--- src/rtl/mac_array_ctrl.sv ---
// Sequencer for a chain of mac_col columns: loads kernel rows, waits out the
// propagation gap, streams query rows, then waits for every psum write to come back.
module mac_array_ctrl #(
   parameter int bw      = 8,
   parameter int pr      = 8,
   parameter int col     = 8,
   parameter int aw      = 4,
   parameter int gap_cyc = 8,
   parameter int to_cyc  = 64
) (
   input  logic              clk,
   input  logic              reset,
   input  logic              start,
   input  logic [aw:0]       num_q,
   input  logic              ofifo_full,
   input  logic              psum_wr,
   output logic              kmem_ren,
   output logic [aw-1:0]     kmem_addr,
   input  logic [bw*pr-1:0]  kmem_rdata,
   output logic              qmem_ren,
   output logic [aw-1:0]     qmem_addr,
   input  logic [bw*pr-1:0]  qmem_rdata,
   output logic [bw*pr-1:0]  q_in,
   output logic [1:0]        i_inst,
   output logic              busy,
   output logic              done,
   output logic              err_timeout,
   output logic [aw:0]       wr_cnt
);

   localparam int cnt_max = (gap_cyc > to_cyc) ? gap_cyc : to_cyc;
   localparam int cnt_w   = $clog2(cnt_max + 1);
   localparam logic [aw:0] wr_max = {1'b1, {aw{1'b0}}};

   typedef enum logic [2:0] {
      S_IDLE  = 3'd0,
      S_LOAD  = 3'd1,
      S_GAP   = 3'd2,
      S_EXEC  = 3'd3,
      S_DRAIN = 3'd4,
      S_DONE  = 3'd5
   } state_t;

   state_t            state, state_nxt;
   logic [cnt_w-1:0]  cnt, cnt_nxt;
   logic [aw:0]       icnt, icnt_nxt;
   logic [aw:0]       nq, nq_nxt;
   logic [aw:0]       wr_nxt;
   logic              err_nxt;
   logic              kren_nxt, qren_nxt;
   logic [aw-1:0]     kaddr_nxt, qaddr_nxt;
   logic [1:0]        inst_d1;

   always_ff @(posedge clk) begin
      if (reset) state <= S_IDLE;
      else       state <= state_nxt;
   end

   // Read enables are decided one cycle ahead so ren/addr leave the block registered;
   // in EXEC, icnt is both the issued count and the next address to read.
   always_comb begin
      state_nxt = state;
      cnt_nxt   = cnt;
      icnt_nxt  = icnt;
      nq_nxt    = nq;
      err_nxt   = err_timeout;
      wr_nxt    = wr_cnt;
      kren_nxt  = 1'b0;
      kaddr_nxt = '0;
      qren_nxt  = 1'b0;
      qaddr_nxt = '0;
      if (psum_wr && state != S_IDLE && wr_cnt != wr_max) wr_nxt = wr_cnt + 1'b1;
      case (state)
         S_IDLE: begin
            if (start) begin
               state_nxt = S_LOAD;
               nq_nxt    = num_q;
               wr_nxt    = '0;
               err_nxt   = 1'b0;
               kren_nxt  = 1'b1;
            end
         end
         S_LOAD: begin
            if (kmem_addr == aw'(col - 1)) begin
               state_nxt = S_GAP;
               cnt_nxt   = '0;
            end else begin
               kren_nxt  = 1'b1;
               kaddr_nxt = kmem_addr + 1'b1;
            end
         end
         S_GAP: begin
            if (cnt == cnt_w'(gap_cyc - 1)) begin
               cnt_nxt  = '0;
               icnt_nxt = '0;
               if (nq == '0) begin
                  state_nxt = S_DONE;
               end else begin
                  state_nxt = S_EXEC;
                  qren_nxt  = !ofifo_full;
                  if (!ofifo_full) icnt_nxt = (aw+1)'(1);
               end
            end else begin
               cnt_nxt = cnt + 1'b1;
            end
         end
         S_EXEC: begin
            if (icnt == nq) begin
               state_nxt = S_DRAIN;
               cnt_nxt   = '0;
            end else begin
               qaddr_nxt = icnt[aw-1:0];
               qren_nxt  = !ofifo_full;
               if (!ofifo_full) icnt_nxt = icnt + 1'b1;
            end
         end
         S_DRAIN: begin
            // Drain started the cycle after the last issue, so to_cyc-2 lands done
            // exactly to_cyc cycles after that issue.
            if (wr_nxt >= nq) begin
               state_nxt = S_DONE;
            end else if (cnt == cnt_w'(to_cyc - 2)) begin
               state_nxt = S_DONE;
               err_nxt   = 1'b1;
            end else begin
               cnt_nxt = cnt + 1'b1;
            end
         end
         S_DONE:  state_nxt = S_IDLE;
         default: state_nxt = S_IDLE;
      endcase
   end

   always_comb begin
      busy = (state != S_IDLE);
      done = (state == S_DONE);
   end

   always_ff @(posedge clk) begin
      if (reset) begin
         cnt         <= '0;
         icnt        <= '0;
         nq          <= '0;
         wr_cnt      <= '0;
         err_timeout <= 1'b0;
         kmem_ren    <= 1'b0;
         kmem_addr   <= '0;
         qmem_ren    <= 1'b0;
         qmem_addr   <= '0;
         inst_d1     <= 2'b00;
         i_inst      <= 2'b00;
         q_in        <= '0;
      end else begin
         cnt         <= cnt_nxt;
         icnt        <= icnt_nxt;
         nq          <= nq_nxt;
         wr_cnt      <= wr_nxt;
         err_timeout <= err_nxt;
         kmem_ren    <= kren_nxt;
         kmem_addr   <= kaddr_nxt;
         qmem_ren    <= qren_nxt;
         qmem_addr   <= qaddr_nxt;
         // inst_d1 travels alongside the SRAM read so it lines up with rdata.
         inst_d1     <= kmem_ren ? 2'b01 : (qmem_ren ? 2'b10 : 2'b00);
         i_inst      <= inst_d1;
         case (inst_d1)
            2'b01:   q_in <= kmem_rdata;
            2'b10:   q_in <= qmem_rdata;
            default: q_in <= '0;
         endcase
      end
   end

endmodule

--- config.mk ---
export PLATFORM = sky130hd
export DESIGN_NAME = mac_array_ctrl
export DESIGN_NICKNAME = d
export VERILOG_FILES = /design/src/rtl/mac_array_ctrl.sv
export SDC_FILE = /design/constraint.sdc
export NUM_CORES = 1
export LEC_CHECK = 0
export BUFFER_PORTS_ARGS = -buffer_cell sky130_fd_sc_hd__buf_4
export CAP_MARGIN = 10
export CELL_PAD_IN_SITES_DETAIL_PLACEMENT = 1
export CELL_PAD_IN_SITES_GLOBAL_PLACEMENT = 2
export CORE_MARGIN = 5
export CORE_UTILIZATION = 27
export CTS_CLUSTER_SIZE = 8
export DETAILED_ROUTE_END_ITERATION = 6
export MAX_ROUTING_LAYER = met4
export PLACE_DENSITY_LB_ADDON = 0.1
export RECOVER_POWER = 25
export SETUP_SLACK_MARGIN = 0.3
export SYNTH_ARGS = -nofsm -noshare
export SYNTH_HDL_FRONTEND = slang
export SYNTH_SLANG_ARGS = --single-unit
--- constraint.sdc ---
create_clock -name clk -period 6.1 [get_ports clk]
set_input_delay 0.61 -clock clk [delete_from_list [all_inputs] [get_ports clk]]
set_output_delay 0.61 -clock clk [all_outputs]
set_load 0.01 [all_outputs]
==> run metrics <==
final instance area=6140 um^2; Distinct cells, synth=58; Post-synth top flop=dfxtp_1; Top Ports=222; Post-CTS Hold Buffers=0; final setup violation count=0; placed inst area=between 5000 and 6000 um^2; Crit. End Element=flip-flop; Worst EP arrival=3.75 ns; gr usage total=15.8%; WS Path Type=flip-flop to flip-flop; NumNets Final=807; startpoint class of the critical path=flip-flop; Max-slew headroom=23.6%; Resized Gates After CTS=0; port bufs=~220; ANT cells=0; Seq pwr share=~43%; site row count=45; Die X=135 um; initial antenna violation count=0; clk buf depth=2; Comb power frac=27.0%; Clk pwr share=between 30% and 40%; Period Utilization, post-route=57.6%; Gate Count Post-Synth=450; setup tns final=0 ns; cell-internal power=between 1000 and 1500 uW; Initial DRC Count=133; die height=135 um; Post-synth EDFFs=0; switching share of power=31.9%; Num CTS Buffers=9; Setup crit start=state[2]; RR Startpoint=state[2]; RSZ-0062 raised after global routing=false; worst vdd ir=0.000132 V; DRT Pass-1 Iters=4; CTS tree=built; GRT overflow=0; Min Clock Period, post-route=~3.5 ns; max-slew violations=0; DRC=0; most frequent cells in the layout=buf_4, dfxtp_1, nor2_1, a22oi_1, clkbuf_1; H-tree depth=3; Routed Antenna Nets=0; Syn Area/Cell=around 9.3 um^2; register area share after synthesis=49.6%; pre-CTS setup slack=~2.6 ns; core area=~15000 um^2; Fin. Hold Viols=0; commonest non-fill, non-tap cell in the layout=buf_4; outcome=completed; Synth-to-Final Area Change=46.2%; HP Class=flip-flop to flip-flop; first-pass GRT wire length=~22000 um; worst r2r dst=cnt[2]; number of max-cap violations=0; WL final=roughly 15000 um; CP required=6.33 ns; Tot Pwr=about 1800 uW; flop-to-flop setup slack=around 2.6 ns; clk_lat worst skew=approximately 0.34 ns; Vias=between 4000 and 5000; layout cells sized above 1=roughly a third; Async SR Flop Fraction=0%; post-route core utilization=40.4%; Post-CTS Setup Bufs=0; Pwr Density=around 290 nW/um^2; Initial Utilization=27.6%; Netlist Area Pre-Place=about 4200 um^2; Setup WS post-layout=2.58 ns; Yosys reg bits=104; number of global-route vias before repair=4073; Reg2Reg Depth=12; vias per cell=about 4.8; crit-path max FO=14; fmax=roughly 0.28 GHz; Die Area=18100 um^2; worst-margin pin slew=1.15 ns; CTS Sinks=104; Worst Skew=0.00783 ns; CTS root buf=clkbuf_16; Avg WL per Cell=17.6 um; P_leak=approximately 0.0025 uW; Reg clk slew, reported paths=0.07 ns; gp weighted congestion=0.800; Psw=572 uW; largest net degree at the start of global routing=65; crit path to=cnt[2]; Ys Warns=0; post-detail-place hpwl=roughly 12000 um; syn_nets=601
## layer usage
metal	GRT usage [%]	wire (um)	up-vias	share of wire, %
li1	-	-	1994	-
met1	18.1	6230	1914	42
met2	27.1	7400	132	50
met3	3.73	996	16	6.7
met4	5.66	274	0	1.8
met5	-	0	-	0
## flip-flops by register name, summed over array words and instances (netlist names)
signal       cells
err_timeout      1
nq               5
qmem_ren         1
kmem_addr        4
kmem_ren         1
cnt              7
inst_d1          2
icnt             5
qmem_addr        4
wr_cnt           5
i_inst           2
q_in            64
state            3
## cells in the mapped netlist, types with 2 or more instances
cell | instances | share of area, %
or3_1 | 2 | 0.30
buf_2 | 2 | 0.24
and3b_1 | 2 | 0.42
nand3_1 | 7 | 0.83
nand4_1 | 5 | 0.74
xor2_1 | 8 | 1.7
and3_1 | 4 | 0.60
nand3b_1 | 2 | 0.36
nand2b_1 | 6 | 0.89
buf_1 | 7 | 0.63
nor2b_1 | 5 | 0.74
mux2i_1 | 3 | 0.72
nor2_1 | 85 | 7.6
clkbuf_1 | 19 | 1.7
nor3_1 | 6 | 0.72
o31ai_1 | 2 | 0.36
a31oi_1 | 4 | 0.60
inv_1 | 13 | 1.2
xnor2_1 | 8 | 1.7
a22oi_1 | 65 | 12
a21oi_1 | 10 | 1.2
and2_1 | 5 | 0.74
o21ai_0 | 2 | 0.24
dfxtp_1 | 104 | 50
nand2_1 | 28 | 2.5
and4_1 | 2 | 0.42
ha_1 | 13 | 3.9
## cells by family after synthesis
family | Yosys count | synth area share [%]
AOI/OAI and AO/OA | 103 | 19.5
DFF | 104 | 49.6
and+or+nand+nor | 169 | 18.9
buffers and inverters | 42 | 4.05
muxes | 3 | 0.715
xor gates and xnor gates | 16 | 3.34
adders and majority gates | 13 | 3.87
## through the flow
| step | hold WS (ns) | instances |
|---|---|---|
| 2_1_floorplan | 0.438 | 450 |
| 3_3_place_gp | 0.452 | 831 |
| 3_5_place_dp | 0.465 | 831 |
| 4_1_cts | 0.477 | 846 |
| 5_1_grt | 0.486 | 848 |
| 6_report | 0.464 | 848 |
## worst max-delay path, cell delays in order (launching register included)
cell	delay, ns
dfxtp_1	0.66
inv_1	0.23
nand2_1	0.15
o311a_1	0.29
nand4_1	0.15
xnor2_1	0.16
ha_1	0.19
or4b_1	0.50
a31oi_1	0.20
a21bo_2	0.27
a21oi_4	0.25
o31ai_1	0.12
a31o_1	0.23
## worst min path at each step
stage | to | start | cells past startpoint
2_1_floorplan | i_inst[1] | inst_d1[1] | 2
3_3_place_gp | inst_d1[1] | kmem_ren | 1
3_5_place_dp | inst_d1[1] | kmem_ren | 1
4_1_cts | i_inst[1] | inst_d1[1] | 2
5_1_grt | q_in[12] | kmem_rdata[12] | 3
6_report | inst_d1[1] | kmem_ren | 1
## power groups by stage
stage,logic (uW),registers [uW],clock network (uW)
after global placement,485,774,0
after CTS,492,763,576
after floorplan,326,757,0
after global routing,539,770,602
final,485,763,548
after detailed placement,489,779,0
## area by class of cell
| cell class | count | area, um^2 |
|---|---|---|
| fill | 1820 | 9060 |
| sequential | 104 | 2080 |
| multi-input combinational | 304 | 1950 |
| timing repair buffer | 224 | 1540 |
| clock buffer | 11 | 253 |
| tap | 188 | 235 |
| inverter | 13 | 48.8 |
| clock inverter | 4 | 28.8 |
No activity file was read; power rests on OpenSTA's default activity.
